[src/rtl/frame_write_arbiter.sv]
// rtl/frame_write_arbiter.sv - frame-granular round-robin arbiter in front of the BMP frame writer
// Optional wr_done watchdog enabled by defining FWA_TIMEOUT_EN.
module frame_write_arbiter #(
    parameter int WIDTH          = 768,
    parameter int HEIGHT         = 512,
    parameter int GAP_CYCLES     = 4,
    parameter int TIMEOUT_CYCLES = 1024
) (
    input  logic        HCLK,
    input  logic        HRESETn,
    input  logic        req0_frame,
    input  logic        req0_valid,
    input  logic [23:0] req0_rgb,
    output logic        req0_ready,
    input  logic        req1_frame,
    input  logic        req1_valid,
    input  logic [23:0] req1_rgb,
    output logic        req1_ready,
    output logic [1:0]  grant,
    output logic        wr_hsync,
    output logic [7:0]  wr_r,
    output logic [7:0]  wr_g,
    output logic [7:0]  wr_b,
    input  logic        wr_done,
    output logic        frame_done,
    output logic        busy,
    output logic        err_timeout
);

    localparam logic [1:0] S_IDLE   = 2'd0;
    localparam logic [1:0] S_STREAM = 2'd1;
    localparam logic [1:0] S_WAIT   = 2'd2;
    localparam logic [1:0] S_GAP    = 2'd3;

    localparam logic [18:0] LAST_PIX = 19'(WIDTH * HEIGHT - 1);
    localparam logic [15:0] GAP_LAST = 16'(GAP_CYCLES - 1);

    if (GAP_CYCLES < 1 || GAP_CYCLES > 65536 || WIDTH * HEIGHT > 524288 ||
        TIMEOUT_CYCLES < 1 || TIMEOUT_CYCLES > 65536) begin : g_param_check
        $error("frame_write_arbiter: illegal parameter set");
    end

    logic [1:0]  r_state;
    logic [1:0]  r_grant;
    logic [18:0] r_pix_cnt;
    logic [15:0] r_gap_cnt;
    logic        r_prefer1;
    logic        r_hsync;
    logic [7:0]  r_r;
    logic [7:0]  r_g;
    logic [7:0]  r_b;
    logic        r_frame_done;
    logic        r_busy;

    logic        w_stream;
    logic        w_beat;
    logic [23:0] w_rgb;
    logic [1:0]  w_pick;
    logic        w_timeout;

    assign w_stream   = (r_state == S_STREAM);
    assign req0_ready = w_stream & r_grant[0];
    assign req1_ready = w_stream & r_grant[1];
    assign w_beat     = (req0_ready & req0_valid) | (req1_ready & req1_valid);
    assign w_rgb      = r_grant[1] ? req1_rgb : req0_rgb;

    // r_prefer1 is set when req0 owned the previous frame, so req1 wins the next tie
    always_comb begin
        w_pick = 2'b00;
        if (req0_frame && req1_frame) begin
            w_pick = r_prefer1 ? 2'b10 : 2'b01;
        end else if (req0_frame) begin
            w_pick = 2'b01;
        end else if (req1_frame) begin
            w_pick = 2'b10;
        end
    end

`ifdef FWA_TIMEOUT_EN
    logic [15:0] r_wait_cnt;
    logic        r_err;

    assign w_timeout   = (r_state == S_WAIT) && (r_wait_cnt == 16'(TIMEOUT_CYCLES - 1));
    assign err_timeout = r_err;

    always_ff @(posedge HCLK or negedge HRESETn) begin
        if (!HRESETn) begin
            r_wait_cnt <= 16'd0;
            r_err      <= 1'b0;
        end else if (r_state == S_WAIT && !wr_done) begin
            if (w_timeout) begin
                r_wait_cnt <= 16'd0;
                r_err      <= 1'b1;
            end else begin
                r_wait_cnt <= r_wait_cnt + 16'd1;
            end
        end else begin
            r_wait_cnt <= 16'd0;
        end
    end
`else
    assign w_timeout   = 1'b0;
    assign err_timeout = 1'b0;
`endif

    always_ff @(posedge HCLK or negedge HRESETn) begin
        if (!HRESETn) begin
            r_state      <= S_IDLE;
            r_grant      <= 2'b00;
            r_pix_cnt    <= 19'd0;
            r_gap_cnt    <= 16'd0;
            r_prefer1    <= 1'b0;
            r_hsync      <= 1'b0;
            r_r          <= 8'd0;
            r_g          <= 8'd0;
            r_b          <= 8'd0;
            r_frame_done <= 1'b0;
            r_busy       <= 1'b0;
        end else begin
            r_hsync      <= w_beat;
            r_frame_done <= 1'b0;
            if (w_beat) begin
                {r_r, r_g, r_b} <= w_rgb;
            end
            case (r_state)
                S_IDLE: begin
                    if (w_pick != 2'b00) begin
                        r_grant   <= w_pick;
                        r_pix_cnt <= 19'd0;
                        r_busy    <= 1'b1;
                        r_state   <= S_STREAM;
                    end
                end
                S_STREAM: begin
                    if (w_beat) begin
                        if (r_pix_cnt == LAST_PIX) begin
                            r_pix_cnt <= 19'd0;
                            r_state   <= S_WAIT;
                        end else begin
                            r_pix_cnt <= r_pix_cnt + 19'd1;
                        end
                    end
                end
                S_WAIT: begin
                    // A watchdog release looks like a normal one except for the missing pulse
                    if (wr_done || w_timeout) begin
                        r_frame_done <= wr_done;
                        r_grant      <= 2'b00;
                        r_prefer1    <= r_grant[0];
                        r_gap_cnt    <= 16'd0;
                        r_state      <= S_GAP;
                    end
                end
                S_GAP: begin
                    if (r_gap_cnt == GAP_LAST) begin
                        r_busy  <= 1'b0;
                        r_state <= S_IDLE;
                    end else begin
                        r_gap_cnt <= r_gap_cnt + 16'd1;
                    end
                end
                default: r_state <= S_IDLE;
            endcase
        end
    end

    assign grant      = r_grant;
    assign wr_hsync   = r_hsync;
    assign wr_r       = r_r;
    assign wr_g       = r_g;
    assign wr_b       = r_b;
    assign frame_done = r_frame_done;
    assign busy       = r_busy;

endmodule

[config.mk]
export PLATFORM = sky130hd
export DESIGN_NAME = frame_write_arbiter
export DESIGN_NICKNAME = d
export VERILOG_FILES = /design/src/rtl/frame_write_arbiter.sv
export SDC_FILE = /design/constraint.sdc
export NUM_CORES = 1
export LEC_CHECK = 0
export ABC_AREA = 1
export BUFFER_PORTS_ARGS = -buffer_cell sky130_fd_sc_hd__buf_4
export CORE_MARGIN = 2
export CORE_UTILIZATION = 51
export CTS_BUF_LIST = sky130_fd_sc_hd__clkbuf_4 sky130_fd_sc_hd__clkbuf_8
export CTS_CLUSTER_SIZE = 16
export DETAILED_ROUTE_END_ITERATION = 16
export GPL_ROUTABILITY_DRIVEN = 0
export PLACE_DENSITY = 0.78
export SLEW_MARGIN = 20
export SYNTH_ARGS = -nofsm -noshare
export SYNTH_HDL_FRONTEND = slang
export SYNTH_SLANG_ARGS = --single-unit
[constraint.sdc]
create_clock -name HCLK -period 1.6 [get_ports HCLK]
set_clock_uncertainty 0.15 [all_clocks]
set_input_delay 0.32 -clock HCLK [delete_from_list [all_inputs] [get_ports HCLK]]
set_output_delay 0.32 -clock HCLK [all_outputs]
set_load 0.05 [all_outputs]
==> flow_summary.ini <==
[logic_synthesis]
muxShareOfSynthArea_pct = 0
synth_edf_count = 0
avgSynthCellArea_um2 = 7.57
dominantRegCellSynth = dfrtp_1
yosysWarnings = 0
ys_seq_elements = 67
ys_types = 36
synthArstFlopShare_pct = 100
seq_area_frac_synth_pct = 42.4
synthesis.nets = 585
synth_fa_ha_area_share_pct = 2.21
synth_top_area_share_pct = 42.4
synth_top_family_by_area = simple AND/OR/NAND/NOR gates
synth-xor-area-share_pct = 1.99
ys_top_cells_by_area = dfrtp_1 (42%), nand2_1 (13%), nor2_1 (7.2%), inv_1 (4.8%), nand3_1 (4.0%)
synthSimpleGateAreaFrac_pct = 34.1
syn-cell-area_mm2 = 0.00396
synthesis.instances = 523
synth_compound_area_share_pct = 10.6
synth_top_cell_by_area = dfrtp_1

[run]
maxCapViolations = 0

[sta]
final-setup-viol-count = 67
setup_ws_ns = -0.364
slew_violations = 0
rsz0062_at_grt = true
hold-worst-slack_ns = 0.0667
hold_viol = 0
min_period_ns = 1.96
period_share_pct = 123
max_freq_mhz = 509

[setup_path]
crit_arrival_ns = 2.05
critPathLaunchType = flip-flop
cp-end-kind = flip-flop
worstPathRequired_ns = 1.68
path_max_fanout = 4
worstSetupPathType = reg2reg

[power]
cellPowerDensity_mw_per_mm2 = 1890
p_leak_nw = 2.74
finalPower_mw = 11.2
ir_worst_vdd_mv = 0.855

[global_route]
grt.total_usage_pct = 29.5
overflow = 0
antenna_found_initial = 0
grt_pass1_wl_um = 19800
first_global_vias = 4236
grt_max_degree = 68

[cts]
clock_latency_ns = 0.36
htreeDepth = 3
clk_pin_slew_ns = 0.08
numCtsBuffers = 9
cts.path.max_buffers = 2
clock_sinks = 67
cts_tree = built
cts-root-buf = clkbuf_8

[final_layout]
final_common_cell = nand2_1
mostFrequentLayoutCells = nand2_1 (130), buf_4 (129), nor2_1 (71)
finalCoreUtilization_pct = 77.8
area_growth_pct = 49.6
nNetsFinal = 737
insertedDiodeCount = 0
drive_gt1_share_pct = 38.4

[run_status]
violations = setup timing
outcome = finished with violations

[drt]
via_count = 4435
wire_per_inst_um = 17.3
vias_per_cell = 5.67
remaining_drc_errors = 0
drt_iter0_markers = 320
ant_nets = 0
routed_wl_um = 13500
drt_first_pass_iters = 6

[hold_path]
min_path_type = in2reg

[die]
die_h_um = 92.1
io_pins = 87
die_width_um = 92.1
initial_core_util_pct = 52.0
die_area_mm2 = 0.00848
core-area_mm2 = 0.00761
rows = 32

[placement]
port_buffers = 85
hpwl_um = 7550
## metrics by stage
| stage | setup slack (ns) | cell area, um^2 | setup TNS (ns) | cells |
|---|---|---|---|---|
| 6_report | -0.364 | 5920 | -14.92 | 782 |
| 5_1_grt | -0.411 | 5920 | -18.43 | 782 |
| 4_1_cts | -0.251 | 5670 | -7.17 | 775 |
| 3_5_place_dp | -0.216 | 5030 | -5.65 | 743 |
| 3_3_place_gp | -0.140 | 5030 | -2.76 | 743 |
| 2_1_floorplan | -0.0988 | 3980 | -1.74 | 523 |
## worst max-delay path: stages (launching register included)
cell     delay, ns
dfrtp_1       0.42
buf_6         0.14
ha_4          0.15
buf_6         0.13
nand3_2       0.12
nand2_4       0.08
nor2_4        0.26
nor2_4        0.09
buf_6         0.13
nand3_1       0.08
o21ai_1       0.08
## cell families after synthesis
family	count (synthesis)
XOR/XNOR	9
adder cells (fa/ha/maj)	7
flip-flops	67
AO/OA/AOI/OAI	67
AND/OR/NAND/NOR	298
buffers and inverters	74
other	1
## per-layer routing
| metal | share of wire (%) | track usage, % | routed length, um | vias to the layer above |
|---|---|---|---|---|
| li1 | - | - | - | 2009 |
| met1 | 38 | 36.0 | 5090 | 2069 |
| met2 | 50 | 49.9 | 6770 | 298 |
| met3 | 8.6 | 6.16 | 1160 | 59 |
| met4 | 3.7 | 14.1 | 498 | 0 |
| met5 | 0 | 0 | 0 | - |
## power breakdown
part	internal, mW	switching [mW]	leakage, nW
Sequential	2.14	0.313	0.857
Clock	1.06	0.702	0.120
Combinational	2.67	4.30	1.76
## cell usage after synthesis (all sizes together), types with 6 or more instances
cell   number
xor2        6
dfrtp      67
o21ai      28
a31oi      24
a21oi       9
nand3      34
nor2       84
ha          7
nor3        9
inv        56
buf        13
nand2     150
nand4      18
## final cells by class
class                   count  area, um^2
clock buffers              10         131
multi-input cells         388        2320
well taps                 102         128
flip-flops and latches     67        1680
inverters                  57         233
clock inverters             6         115
repair buffers            152        1320
fillers                   466        1690
## sequential cells by signal, indices dropped and copies added, names as in the netlist
register / cells
r_pix_cnt: 19
frame_done: 1
r_prefer1: 1
wr_b: 8
wr_hsync: 1
busy: 1
wr_g: 8
r_gap_cnt: 16
wr_r: 8
r_state: 2
grant: 2
## final timing paths
path                          startpoint       endpoint  depth (start not counted)  slack [ns]
max                           r_state[0]   r_pix_cnt[0]                         10       -0.36
min                              wr_done     frame_done                          3        0.07
max reg2reg                   r_state[0]   r_pix_cnt[0]                         10       -0.36
min reg2reg                r_pix_cnt[15]  r_pix_cnt[15]                          2        0.37
max in group asynchronous        HRESETn  r_pix_cnt[13]                          3        0.66
min in group asynchronous        HRESETn        wr_b[1]                          3        0.34
## timing repair
action | in CTS | in global routing
endpoints found under the setup margin | 66 | 68
pin swaps | 12 | 24
hold buffers | 1 | 0
gates cloned | 7 | 1
resized for setup | 48 | 44
setup buffers | 8 | 8
endpoints found under the hold margin | 67 | 0
(Power assumes the default switching activity.)
